### src/rtl/wb_pkg.sv
// wb_pkg: shared constants and types for the register-file writeback unit.
//   DEPTH    - writeback queue entries (power of two, >= 2)
//   DW / AW  - data and register address widths
//   MAX_ADDR - highest architecturally backed register
//   wb_entry_t - one queued write {addr, data}
package wb_pkg;

  localparam int DEPTH    = 4;
  localparam int DW       = 32;
  localparam int AW       = 5;
  localparam int MAX_ADDR = 23;

  localparam int PW = $clog2(DEPTH);
  localparam int CW = PW + 1;

  localparam logic [CW-1:0] FULL_COUNT = CW'(DEPTH);
  localparam logic [AW-1:0] MAX_ADDR_V = AW'(MAX_ADDR);

  typedef struct packed {
    logic [AW-1:0] addr;
    logic [DW-1:0] data;
  } wb_entry_t;

  // True when the register exists in the physical register file.
  function automatic logic addr_backed(input logic [AW-1:0] a);
    return (a <= MAX_ADDR_V);
  endfunction

endpackage

### src/rtl/wb_fifo.sv
// wb_fifo: in-order queue of pending register writes.
// Ports:
//   clk, rst        - clock, asynchronous active-high reset
//   push, wr_entry  - enqueue request (ignored when full)
//   pop             - dequeue request (ignored when empty)
//   head            - oldest entry
//   count           - occupancy
//   entry_addr/entry_valid - queue contents in age order, index 0 = oldest
//   entry_data      - matching data, only built when WB_FWD_EN is defined
module wb_fifo
  import wb_pkg::*;
(
  input  logic                     clk,
  input  logic                     rst,
  input  logic                     push,
  input  wb_entry_t                wr_entry,
  input  logic                     pop,
  output wb_entry_t                head,
  output logic [CW-1:0]            count,
  output logic [DEPTH-1:0][AW-1:0] entry_addr,
`ifdef WB_FWD_EN
  output logic [DEPTH-1:0][DW-1:0] entry_data,
`endif
  output logic [DEPTH-1:0]         entry_valid
);

  wb_entry_t [DEPTH-1:0] mem_r;
  logic [PW-1:0]         wr_ptr_r;
  logic [PW-1:0]         rd_ptr_r;
  logic [CW-1:0]         count_r;
  logic                  do_push_s;
  logic                  do_pop_s;

  assign do_push_s = push && (count_r < FULL_COUNT);
  assign do_pop_s  = pop && (count_r != {CW{1'b0}});

  // Storage, wrapping pointers and occupancy counter.
  always_ff @(posedge clk or posedge rst) begin
    if (rst) begin
      mem_r    <= '0;
      wr_ptr_r <= {PW{1'b0}};
      rd_ptr_r <= {PW{1'b0}};
      count_r  <= {CW{1'b0}};
    end else begin
      if (do_push_s) begin
        mem_r[wr_ptr_r] <= wr_entry;
        wr_ptr_r        <= wr_ptr_r + PW'(1);
      end
      if (do_pop_s) begin
        rd_ptr_r <= rd_ptr_r + PW'(1);
      end
      case ({do_push_s, do_pop_s})
        2'b10:   count_r <= count_r + CW'(1);
        2'b01:   count_r <= count_r - CW'(1);
        default: count_r <= count_r;
      endcase
    end
  end

  assign head  = mem_r[rd_ptr_r];
  assign count = count_r;

  // Age-ordered view of the queue for the scoreboard and bypass scan.
  always_comb begin
    entry_addr  = '0;
    entry_valid = {DEPTH{1'b0}};
`ifdef WB_FWD_EN
    entry_data  = '0;
`endif
    for (int k = 0; k < DEPTH; k++) begin
      entry_addr[k]  = mem_r[PW'(rd_ptr_r + PW'(k))].addr;
      entry_valid[k] = (CW'(k) < count_r);
`ifdef WB_FWD_EN
      entry_data[k]  = mem_r[PW'(rd_ptr_r + PW'(k))].data;
`endif
    end
  end

endmodule

### src/rtl/reg_writeback.sv
// reg_writeback: collects ALU and load results, queues them in order and
// drives the register file's single write port one write per cycle.
// Optional macro WB_FWD_EN adds a same-cycle bypass lookup (fwd_* ports).
// Ports:
//   ld_valid/ld_ready/ld_addr/ld_data     - load result handshake (priority)
//   alu_valid/alu_ready/alu_addr/alu_data - ALU result handshake
//   rf_we/rf_waddr/rf_wdata               - registered register-file write
//   pending                               - registers with writes in flight
//   count                                 - queue occupancy
//   fwd_addr/fwd_hit/fwd_data             - bypass lookup (WB_FWD_EN only)
module reg_writeback
  import wb_pkg::*;
(
  input  logic          clk,
  input  logic          rst,
  input  logic          ld_valid,
  output logic          ld_ready,
  input  logic [AW-1:0] ld_addr,
  input  logic [DW-1:0] ld_data,
  input  logic          alu_valid,
  output logic          alu_ready,
  input  logic [AW-1:0] alu_addr,
  input  logic [DW-1:0] alu_data,
  output logic          rf_we,
  output logic [AW-1:0] rf_waddr,
  output logic [DW-1:0] rf_wdata,
  output logic [31:0]   pending,
`ifdef WB_FWD_EN
  input  logic [AW-1:0] fwd_addr,
  output logic          fwd_hit,
  output logic [DW-1:0] fwd_data,
`endif
  output logic [CW-1:0] count
);

  logic                     not_full_s;
  logic                     ld_fire_s;
  logic                     alu_fire_s;
  logic                     push_s;
  logic                     pop_s;
  wb_entry_t                in_entry_s;
  wb_entry_t                head_s;
  logic [CW-1:0]            count_s;
  logic [DEPTH-1:0][AW-1:0] entry_addr_s;
  logic [DEPTH-1:0]         entry_valid_s;
  logic [31:0]              pending_s;
  logic                     rf_we_r;
  logic [AW-1:0]            rf_waddr_r;
  logic [DW-1:0]            rf_wdata_r;
`ifdef WB_FWD_EN
  logic [DEPTH-1:0][DW-1:0] entry_data_s;
  logic                     fwd_hit_s;
  logic [DW-1:0]            fwd_data_s;
`endif

  // Readiness looks at registered occupancy only; a same-cycle drain does
  // not open a slot. ALU yields to a valid load.
  assign not_full_s = (count_s < FULL_COUNT);
  assign ld_ready   = not_full_s;
  assign alu_ready  = not_full_s && !ld_valid;
  assign ld_fire_s  = ld_valid && ld_ready;
  assign alu_fire_s = alu_valid && alu_ready;
  assign pop_s      = (count_s != {CW{1'b0}});

  // Pick the accepted result; unbacked registers complete but are dropped.
  always_comb begin
    in_entry_s = '0;
    if (ld_fire_s) begin
      in_entry_s.addr = ld_addr;
      in_entry_s.data = ld_data;
    end else begin
      in_entry_s.addr = alu_addr;
      in_entry_s.data = alu_data;
    end
    push_s = (ld_fire_s || alu_fire_s) && addr_backed(in_entry_s.addr);
  end

  wb_fifo u_fifo (
    .clk         (clk),
    .rst         (rst),
    .push        (push_s),
    .wr_entry    (in_entry_s),
    .pop         (pop_s),
    .head        (head_s),
    .count       (count_s),
    .entry_addr  (entry_addr_s),
`ifdef WB_FWD_EN
    .entry_data  (entry_data_s),
`endif
    .entry_valid (entry_valid_s)
  );

  // Output stage: drain the head into the register-file write port.
  always_ff @(posedge clk or posedge rst) begin
    if (rst) begin
      rf_we_r    <= 1'b0;
      rf_waddr_r <= {AW{1'b0}};
      rf_wdata_r <= {DW{1'b0}};
    end else begin
      rf_we_r <= pop_s;
      if (pop_s) begin
        rf_waddr_r <= head_s.addr;
        rf_wdata_r <= head_s.data;
      end else begin
        rf_waddr_r <= rf_waddr_r;
        rf_wdata_r <= rf_wdata_r;
      end
    end
  end

  // Scoreboard: every queued entry plus the write currently on the port.
  always_comb begin
    pending_s = 32'h0000_0000;
    pending_s[rf_waddr_r] = rf_we_r;
    for (int k = 0; k < DEPTH; k++) begin
      pending_s[entry_addr_s[k]] = pending_s[entry_addr_s[k]] | entry_valid_s[k];
    end
  end

`ifdef WB_FWD_EN
  // Bypass scan from oldest (output stage) to youngest so the newest match wins.
  always_comb begin
    fwd_hit_s  = 1'b0;
    fwd_data_s = {DW{1'b0}};
    if (rf_we_r && (rf_waddr_r == fwd_addr)) begin
      fwd_hit_s  = 1'b1;
      fwd_data_s = rf_wdata_r;
    end else begin
      fwd_hit_s  = 1'b0;
    end
    for (int k = 0; k < DEPTH; k++) begin
      if (entry_valid_s[k] && (entry_addr_s[k] == fwd_addr)) begin
        fwd_hit_s  = 1'b1;
        fwd_data_s = entry_data_s[k];
      end else begin
        fwd_hit_s  = fwd_hit_s;
      end
    end
    if (!addr_backed(fwd_addr)) begin
      fwd_hit_s  = 1'b0;
      fwd_data_s = {DW{1'b0}};
    end else begin
      fwd_hit_s  = fwd_hit_s;
    end
  end

  assign fwd_hit  = fwd_hit_s;
  assign fwd_data = fwd_data_s;
`endif

  assign rf_we    = rf_we_r;
  assign rf_waddr = rf_waddr_r;
  assign rf_wdata = rf_wdata_r;
  assign pending  = pending_s;
  assign count    = count_s;

endmodule
### config.mk
export PLATFORM = sky130hd
export DESIGN_NAME = reg_writeback
export DESIGN_NICKNAME = d
export VERILOG_FILES = /design/src/rtl/wb_pkg.sv /design/src/rtl/wb_fifo.sv /design/src/rtl/reg_writeback.sv
export SDC_FILE = /design/constraint.sdc
export NUM_CORES = 1
export LEC_CHECK = 0
export ABC_AREA = 1
export ABC_CLOCK_PERIOD_IN_PS = 7700
export CAP_MARGIN = 20
export CORE_ASPECT_RATIO = 1.2
export CORE_MARGIN = 3
export CORE_UTILIZATION = 40
export DETAILED_ROUTE_END_ITERATION = 8
export HOLD_SLACK_MARGIN = 0.06
export PLACE_DENSITY = 0.71
export SLEW_MARGIN = 20
export SYNTH_ARGS = -nofsm -noshare
export SYNTH_HDL_FRONTEND = slang
export SYNTH_SLANG_ARGS = --single-unit
### constraint.sdc
create_clock -name clk -period 7.7 [get_ports clk]
set_input_delay 1.155 -clock clk [delete_from_list [all_inputs] [get_ports clk]]
set_output_delay 1.155 -clock clk [all_outputs]
set_load 0.01 [all_outputs]
==> metrics.cfg, run 1 <==
[synthesis]
synth_edf_count=0
syn_area_per_cell_um2=7.32
synth_seq_cells=193
synth_compound_area_share_pct=10.8
muxShareOfSynthArea_pct=13.5
async_reset_ff_share_pct=100
synthFlopType=dfrtp_1
netlist_area_um2=13200
syn_inst=1807
yosys.area_share.adder_pct=0.852
seq_area_frac_synth_pct=36.5
synth-xor-area-share_pct=0.331
ys_types=41
yosys_warnings=0
synth_fp_nets=1894
synth_top_family_by_area=simple AND/OR/NAND/NOR gates
synthSimpleGateAreaFrac_pct=30.6

[global_routing]
grt_usage_pct=22.9
grt.overflow.total=0
grt_max_degree=133
antenna_found_initial=0
first_global_vias=12800
grt_pass1_wl_mm=65.0

[sta]
setup_viol=0
fin_crit_sh_pct=93.1
hold_violations=0
worst_slew_pin_slew_ns=1.08
max_freq_ghz=0.140
final.setup.tns_ns=0
period_needed_ns=7.17
maxSlewViolCount=0
relSlewSlack_pct=27.5
clock_skew_ns=0.00749

[worst_setup_path]
critical_path.max_stage_delay_ns=0.71
path_max_fanout=31
cp-start-kind=flop
end_kind=output port
crit_arrival_ns=6.01
slowest_stage=nor2_1
required_ns=6.55
cpMostUsedCell=nand2_1
worstSetupPathType=reg2out

[die]
start_util_pct=40.8
core_um2=32400
die_w_um=172
die_h_um=205
die_area_um2=35300
core.rowCount=72
boundaryPins=153

[drt]
wl_met2_mm=20.4
drt_wl_total_mm=40.9
postRouteAntennaNets=0
wl_per_cell_um=17.3
wl_met1_mm=16.3
drc=0
avgViaCountPerCell=5.55
top_layer=met4
via_count=13100
drt_iter0_drc=979
route.met3.wl_mm=2.29
drt-pass1-iter-count=6

[run]
maxCapViolations=0

[clock_network]
cts_tree=done
cts_buffers=17
cts_root_buffer=clkbuf_16
path_clk_slew_ns=0.07
htreeDepth=4
cts.path.max_buffers=2
cts_sinks=193
clk_latency_ns=0.43

[placed_design]
dp_cells=2325
port_buffers=152
gp_congestion=0.936
dpl.hpwl_mm=29.2

[layout]
area_growth_pct=20.1
final_cell_mix=nand2_1 (436), nor2_1 (261), nand3_1 (193), dfrtp_1 (192), mux2_2 (158)
regArea_um2=4830
final_layout_size_suffix_gt1_share_pct=14.1
fin_nets=2030
layoutNonFillerInstCount=2361
n_antenna_cell=0
layout.cells.most_common=nand2_1
nFillCells=3219
multi_input_area_um2=7520

[status]
outcome=finished, final reports clean

[min_path]
hp-class=reg2reg

flip-flops by register name, indices dropped and copies added (netlist names):
name	count
u_fifo.rd_ptr_r	2
u_fifo.mem_r	148
rf_we	1
rf_wdata	32
u_fifo.wr_ptr_r	2
rf_waddr	5
u_fifo.count	3
synth_stat cells (2+ instances only):
library cell / instances / area, µm²
or2_2: 6 / 37.5
nand2_1: 440 / 1650
and2_1: 3 / 18.8
clkinv_1: 5 / 18.8
o211ai_1: 10 / 75.1
xor2_1: 3 / 26.3
xnor2_1: 2 / 17.5
o22ai_1: 22 / 138
buf_6: 7 / 78.8
mux2_2: 158 / 1780
inv_2: 11 / 41.3
nor2_4: 2 / 22.5
o21ai_0: 132 / 661
nand2_2: 4 / 25.0
nand3b_1: 30 / 225
dfrtp_1: 193 / 4830
a21oi_1: 17 / 85.1
nor2_1: 268 / 1010
o22a_1: 4 / 35.0
o221ai_1: 2 / 17.5
o21ai_1: 7 / 35.0
nand3_2: 2 / 20.0
nand4_1: 6 / 37.5
nor2_2: 4 / 25.0
buf_2: 11 / 55.1
clkbuf_1: 55 / 206
inv_1: 144 / 541
a31oi_1: 10 / 62.6
nand3_1: 193 / 966
a41oi_1: 16 / 140
a22oi_1: 18 / 135
ha_1: 9 / 113
buf_4: 5 / 37.5
cell type report:
cell class	count	area share, %
well taps	407	3.21
repair buffers	194	11.7
flip-flops and latches	193	30.4
clock inverters	8	0.677
inverters	160	3.83
clock buffers	22	2.86
multi-input cells	1377	47.3
critical path: cells and delay by family (launching register included):
family	cells	cell delay, ns
simple gates	24	2.70
compound gates	2	0.28
flops	1	0.47
buf+inv	13	2.11
worst paths after layout:
kind,startpoint,endpoint,slack (ns),cells after the start
max,u_fifo.rd_ptr_r[1]$_DFFE_PP0N_,pending[27],0.53,39
min,rf_wdata[7]$_DFFE_PP0N_,rf_wdata[7]$_DFFE_PP0N_,0.49,2
max reg2reg,u_fifo.count[2]$_DFFE_PP0P_,u_fifo.mem_r[76]$_DFFE_PP0P_,3.71,9
min reg2reg,rf_wdata[7]$_DFFE_PP0N_,rf_wdata[7]$_DFFE_PP0N_,0.49,2
max in group asynchronous,rst,u_fifo.rd_ptr_r[1]$_DFFE_PP0N_,5.01,3
min in group asynchronous,rst,rf_we$_DFF_PP0_,1.30,2
cell families (layout without fill, tap and decap cells):
kind of cell             Yosys count  count (layout)
AO/OA/AOI/OAI                    243             243
multiplexers                     158             158
flip-flops                       193             193
XOR/XNOR                           5               5
AND/OR/NAND/NOR                  960             962
buffers and inverters            239             384
adder cells (fa/ha/maj)            9               9
what timing repair did:
item                                    CTS  global route
hold endpoints to repair                  0             0
endpoints found under the setup margin    0            32
buffers inserted                          0             4
gates resized for setup                   0            16
hold buffers                              0             0
per-layer routing:
metal  track usage (%)  up-vias
li1                  -     6261
met1              27.0     6249
met2              40.6      473
met3              3.27      125
met4              11.4        0
met5                 0        -
through the flow:
step           setup WS, ns  hold WS, ns  util, %  area [µm²]
6_report              0.532        0.492     49.0       15900
3_5_place_dp          0.657        0.480     46.9       15200
4_1_cts               0.184        0.496     48.7       15800
3_3_place_gp          0.741        0.465     46.9       15200
5_1_grt             -0.0289        0.514     49.0       15900
2_1_floorplan          1.29        0.481        -       13200
Power of run 1 is left out: the tool's default activity adds up to more than one toggle a clock period on the data nets, which glitch-free logic cannot reach.
==> inputs of run 2 (changes only) <==
--- a/config.mk
+++ b/config.mk
@@ -11,6 +11,7 @@
 export CORE_ASPECT_RATIO = 1.2
 export CORE_MARGIN = 3
 export CORE_UTILIZATION = 40
+export CTS_BUF_LIST = sky130_fd_sc_hd__clkbuf_16
 export DETAILED_ROUTE_END_ITERATION = 8
 export HOLD_SLACK_MARGIN = 0.06
 export PLACE_DENSITY = 0.71
==> run 2 against run 1 <==
Critical path depth is the same. Clock skew fell by 0.0015 ns. Sequential share of layout area about the same. Worst setup slack improved by 0.030 ns. Routed wire length fell by 0.22%. Die area did not move. Utilization hardly changed. Maximum frequency is 0.42% higher. Register-to-register slack barely moved. Via count fell by 0.52%.
==> metrics.cfg, run 2 (synthesis results as in run 1) <==
[status]
outcome=finished, final reports clean

[drt]
drc=0  ; unchanged
avgViaCountPerCell=5.52  ; -0.52%
drt-pass1-iter-count=7  ; +1
postRouteAntennaNets=0  ; unchanged
wl_per_cell_um=17.3  ; -0.22%
drt_iter0_drc=977  ; -0.20%
via_count=13000  ; -0.52%
drt_wl_total_mm=40.9  ; -0.22%

[layout]
largest_reg_flops=148  ; unchanged
area_growth_pct=20.1  ; about the same
final_layout_size_suffix_gt1_share_pct=14.0  ; -0.051 points
final_util_pct=49.0  ; about the same
n_antenna_cell=0  ; unchanged
layoutNonFillerInstCount=2361  ; unchanged
fin_nets=2030  ; unchanged
layout.cells.most_common=nand2_1
regMostFlops=u_fifo.mem_r
final_cell_mix=nand2_1 (436), nor2_1 (261), nand3_1 (193), dfrtp_1 (192), mux2_2 (158)

[sta]
clock_skew_ns=0.00602  ; -0.00147 ns
fin_ws_ns=0.562  ; +0.0300 ns
fin_crit_sh_pct=92.7  ; -0.39 points
max_freq_ghz=0.140  ; +0.42%
period_needed_ns=7.14  ; -0.0300 ns
setup_viol=0  ; unchanged
hold_violations=0  ; unchanged
holdWs_ns=0.492  ; +0.000108 ns
maxSlewViolCount=0  ; unchanged
worst_slew_pin_slew_ns=1.08  ; +0.00140 ns
relSlewSlack_pct=27.4  ; -0.093 points

[clock_network]
cts_sinks=193  ; unchanged
htreeDepth=4  ; unchanged
cts_tree=done
path_clk_slew_ns=0.06  ; about the same
cts_buffers=17  ; unchanged
cts.path.max_buffers=2  ; unchanged
cts_root_buffer=clkbuf_16
clk_latency_ns=0.42  ; about the same

[global_routing]
use_met1_pct=27.1  ; +0.067 points
use_met2_pct=40.6  ; unchanged
grtUsageMet3_pct=3.32  ; +0.058 points
grt_usage_pct=22.9  ; about the same
grt_max_degree=133  ; unchanged
grt-busiest-layer=met2
first_global_vias=12800  ; unchanged
grt.overflow.total=0  ; unchanged
grt_pass1_wl_mm=65.0  ; about the same
antenna_found_initial=0  ; unchanged

[worst_setup_path]
end_kind=output port
r2r_setup_slack_ns=3.72  ; about the same
cpMostUsedCell=nand2_1
r2r-start=u_fifo.count[2]$_DFFE_PP0P_
required_ns=6.55  ; about the same
critical_path.max_stage_delay_ns=0.68  ; -0.03 ns
cp_top_family=simple AND/OR/NAND/NOR gates
crit_arrival_ns=5.98  ; -0.03 ns
r2r_cells=9  ; unchanged
worstSetupPathType=reg2out
cp_num_buf_inv=13  ; unchanged
slowest_stage=nor2_1
cp-start-kind=flop
path_max_fanout=31  ; unchanged
rr_endpoint=u_fifo.mem_r[76]$_DFFE_PP0P_

[min_path]
hp-class=reg2reg
worstHoldStart=rf_wdata[5]$_DFFE_PP0N_
hold_depth=2  ; unchanged
holdPathEnd=rf_wdata[5]$_DFFE_PP0N_

[die]
die_h_um=205  ; unchanged
boundaryPins=153  ; unchanged
start_util_pct=40.8  ; unchanged
die_w_um=172  ; unchanged
die_area_um2=35300  ; unchanged
core_um2=32400  ; unchanged
core.rowCount=72  ; unchanged

[placed_design]
port_buffers=152  ; unchanged
place_ws_ns=0.657  ; unchanged
dpl.hpwl_mm=29.2  ; unchanged
gp_congestion=0.936  ; unchanged
dp_cells=2325  ; unchanged

[run]
maxCapViolations=0  ; unchanged

-- run 2: cell types whose count changed in the layout (fill, tap and decap cells not counted), sizes merged --
cell	before	now
inv	156	160
clkinv	6	7
clkbuf	22	17
-- run 2: metal layers --
| layer | up-vias | part of all wire (%) |
|---|---|---|
| met5 | - | 0 |
| met4 | 0 | 4.7 |
| met3 | 127 | 5.1 |
| met2 | 451 | 50 |
| met1 | 6198 | 40 |
| li1 | 6264 | - |
-- run 2: worst max path at each step --
stage,startpoint,end,slack [ns],cells after the start
global route,u_fifo.rd_ptr_r[1]$_DFFE_PP0N_,pending[30],-0.03,39
detailed placement,u_fifo.rd_ptr_r[1]$_DFFE_PP0N_,pending[18],0.66,43
floorplan,rst,rf_waddr[0]$_DFFE_PP0N_,1.29,1
CTS,u_fifo.rd_ptr_r[1]$_DFFE_PP0N_,pending[18],0.19,43
global placement,u_fifo.rd_ptr_r[1]$_DFFE_PP0N_,pending[18],0.74,34
finish,u_fifo.rd_ptr_r[1]$_DFFE_PP0N_,pending[27],0.56,39
-- run 2: worst reg2reg max path: stages (launching register included) --
cell,delay [ns]
dfrtp_1,0.46
clkinv_1,0.38
nand2_2,0.77
mux2_2,0.49
nand2_1,0.09
o211ai_1,0.10
buf_4,0.22
nor2_4,0.49
buf_4,0.47
mux2_2,0.40
-- run 2: area by class of cell --
class                      count  area (µm²)
clock buffer                  17         425
clock inverter                13         126
fill                        3230       16600
inverter                     160         608
multi-input combinational   1377        7520
sequential                   193        4830
tap                          407         509
timing repair buffer         194        1860
-- run 2: timing repair --
| item | in CTS | in global routing |
|---|---|---|
| hold endpoints to repair | 0 | 0 |
| gates resized for setup | 0 | 16 |
| hold buffers | 0 | 0 |
| endpoints found under the setup margin | 0 | 32 |
| buffers inserted | 0 | 4 |
-- run 2: metrics by stage --
| stage | TNS [ns] | instance area (µm²) |
|---|---|---|
| 4_1_cts | 0 | 15800 |
| 2_1_floorplan | 0 | 13200 |
| 6_report | 0 | 15900 |
| 3_3_place_gp | 0 | 15200 |
| 3_5_place_dp | 0 | 15200 |
| 5_1_grt | -0.187 | 15900 |
Power of run 2 is left out for the same reason.
==> inputs of run 3 (changes only) <==
--- a/config.mk
+++ b/config.mk
@@ -10,12 +10,12 @@
 export CAP_MARGIN = 20
 export CORE_ASPECT_RATIO = 1.2
 export CORE_MARGIN = 3
-export CORE_UTILIZATION = 40
+export CORE_UTILIZATION = 30
 export CTS_BUF_LIST = sky130_fd_sc_hd__clkbuf_16
 export DETAILED_ROUTE_END_ITERATION = 8
 export HOLD_SLACK_MARGIN = 0.06
-export PLACE_DENSITY = 0.71
-export SLEW_MARGIN = 20
+export PLACE_DENSITY = 0.59
+export SLEW_MARGIN = 10
 export SYNTH_ARGS = -nofsm -noshare
 export SYNTH_HDL_FRONTEND = slang
 export SYNTH_SLANG_ARGS = --single-unit
==> run 3 against run 2 <==
Final area rose by 1.3%. Utilization fell by 12 points. Worst hold slack got worse by 0.0020 ns. Largest cell class unchanged. Highest routed layer unchanged.
==> metrics.cfg, run 3 (synthesis results as in run 1) <==
[drt]
avgViaCountPerCell=5.21  ; -5.7%
wl_per_cell_um=17.3  ; +0.10%
via_count=13000  ; +0.061%
drt_wl_total_mm=43.4  ; +6.2%
drt-pass1-iter-count=5  ; -2
drc=0  ; unchanged
postRouteAntennaNets=0  ; unchanged
drt_iter0_drc=836  ; -14%

[layout]
layoutNonFillerInstCount=2505  ; +6.1%
final_cell_mix=nand2_1 (435), nor2_1 (258), nand3_1 (192), dfrtp_1 (191), mux2_2 (158)
final_cell_area_um2=16100  ; +1.3%
nFillCells=4567  ; +41%
final_util_pct=37.2  ; -12 points
final_layout_size_suffix_gt1_share_pct=14.4  ; +0.37 points
fin_nets=2030  ; unchanged
area_growth_pct=21.7
layout.cells.most_common=nand2_1
n_antenna_cell=0  ; unchanged
regMostFlops=u_fifo.mem_r
largest_reg_flops=148  ; unchanged

[sta]
worst_slew_pin_slew_ns=0.889  ; -0.196 ns
period_needed_ns=7.11  ; -0.0330 ns
fin_crit_sh_pct=92.3  ; -0.43 points
clock_skew_ns=0.0117  ; +0.00565 ns
final.setup.tns_ns=0  ; unchanged
setup_viol=0  ; unchanged
maxSlewViolCount=0  ; unchanged
max_freq_ghz=0.141  ; +0.46%
relSlewSlack_pct=40.5  ; +13 points
hold_violations=0  ; unchanged

[worst_setup_path]
worstSetupPathType=reg2out
crit_arrival_ns=5.95  ; -0.03 ns
r2r-start=u_fifo.count[2]$_DFFE_PP0P_
slowest_stage=clkdlybuf4s50_1
r2r_cells=10  ; +1
path_max_fanout=30  ; -3.2%
cp-start-kind=flop
r2r_setup_slack_ns=3.59  ; -0.13 ns
cpMostUsedCell=nand2_1
rr_endpoint=u_fifo.mem_r[144]$_DFFE_PP0P_
required_ns=6.55  ; about the same
end_kind=output port
critical_path.max_stage_delay_ns=0.54  ; -0.14 ns

[min_path]
holdPathEnd=rf_wdata[7]$_DFFE_PP0N_
hold_depth=2  ; unchanged
worstHoldStart=rf_wdata[7]$_DFFE_PP0N_
hp-class=reg2reg

[status]
outcome=finished, final reports clean

[run]
maxCapViolations=0  ; unchanged

[global_routing]
grt_pass1_wl_mm=68.0  ; +4.5%
grt.overflow.total=0  ; unchanged
grt_usage_pct=18.2  ; -4.8 points
grt_max_degree=114  ; -14%
antenna_found_initial=0  ; unchanged
first_global_vias=12700  ; -0.93%

[placed_design]
port_buffers=152  ; unchanged
placed_area_um2=15300  ; +0.72%
gp_congestion=0.917  ; -2.0%
dp_cells=2461  ; +5.8%
dpl.hpwl_mm=31.0  ; +6.0%

[die]
boundaryPins=153  ; unchanged
die_w_um=198  ; +15%
die_h_um=236  ; +15%
die_area_um2=46600  ; +32%
start_util_pct=30.6  ; -10 points
core.rowCount=83  ; +15%
core_um2=43200  ; +33%

[clock_network]
cts_buffers=17  ; unchanged
clk_latency_ns=0.44  ; +0.02 ns
cts_tree=done
htreeDepth=4  ; unchanged
path_clk_slew_ns=0.07  ; about the same
cts.path.max_buffers=2  ; unchanged
cts_sinks=193  ; unchanged
cts_root_buffer=clkbuf_16
cts_hold_buffers=0  ; unchanged

## run 3: critical path: cells and delay by family, from the launching register on
family,cells,cell delay [ns]
and+or+nand+nor,27,3.26
buffers and inverters,9,1.39
DFF,1,0.45
AOI/OAI and AO/OA,2,0.38
## run 3: stage by stage
stage,hold WS (ns),setup slack [ns]
final,0.490,0.595
after floorplan,0.481,1.29
after detailed placement,0.482,0.139
after CTS,0.498,0.00428
after global placement,0.474,0.135
after global routing,0.519,-0.000811
## run 3: metal layers
metal	GRT usage (%)	wire length, µm
met4	5.71	1130
met1	21.5	17800
met2	33.2	22100
met3	3.16	2360
met5	0	0
## run 3: layout make-up
cell class	count	area, µm²	area share [%]
clock buffer	17	425	2.64
multi-input combinational	1378	7540	46.9
sequential	193	4830	30.0
inverter	160	613	3.81
clock inverter	12	100	0.622
timing repair buffer	193	1880	11.7
tap	552	691	4.29
## run 3: how the worst max path moves through the flow
stage	start	to	slack, ns
final	rf_waddr[1]$_DFFE_PP0N_	pending[17]	0.59
after global routing	u_fifo.rd_ptr_r[0]$_DFFE_PP0N_	pending[13]	-0.0008
after CTS	u_fifo.rd_ptr_r[1]$_DFFE_PP0N_	pending[17]	0.004
after detailed placement	u_fifo.rd_ptr_r[0]$_DFFE_PP0N_	pending[17]	0.14
after global placement	u_fifo.rd_ptr_r[1]$_DFFE_PP0N_	pending[11]	0.13
after floorplan	rst	rf_waddr[0]$_DFFE_PP0N_	1.29
## run 3: timing repair
| item | 4_1_cts | 5_1_grt |
|---|---|---|
| cloned | 0 | 3 |
| gates resized for setup | 6 | 22 |
| setup buffers | 0 | 11 |
| setup endpoints to repair | 32 | 32 |
| pin swaps | 0 | 4 |
Power of run 3 is left out for the same reason.
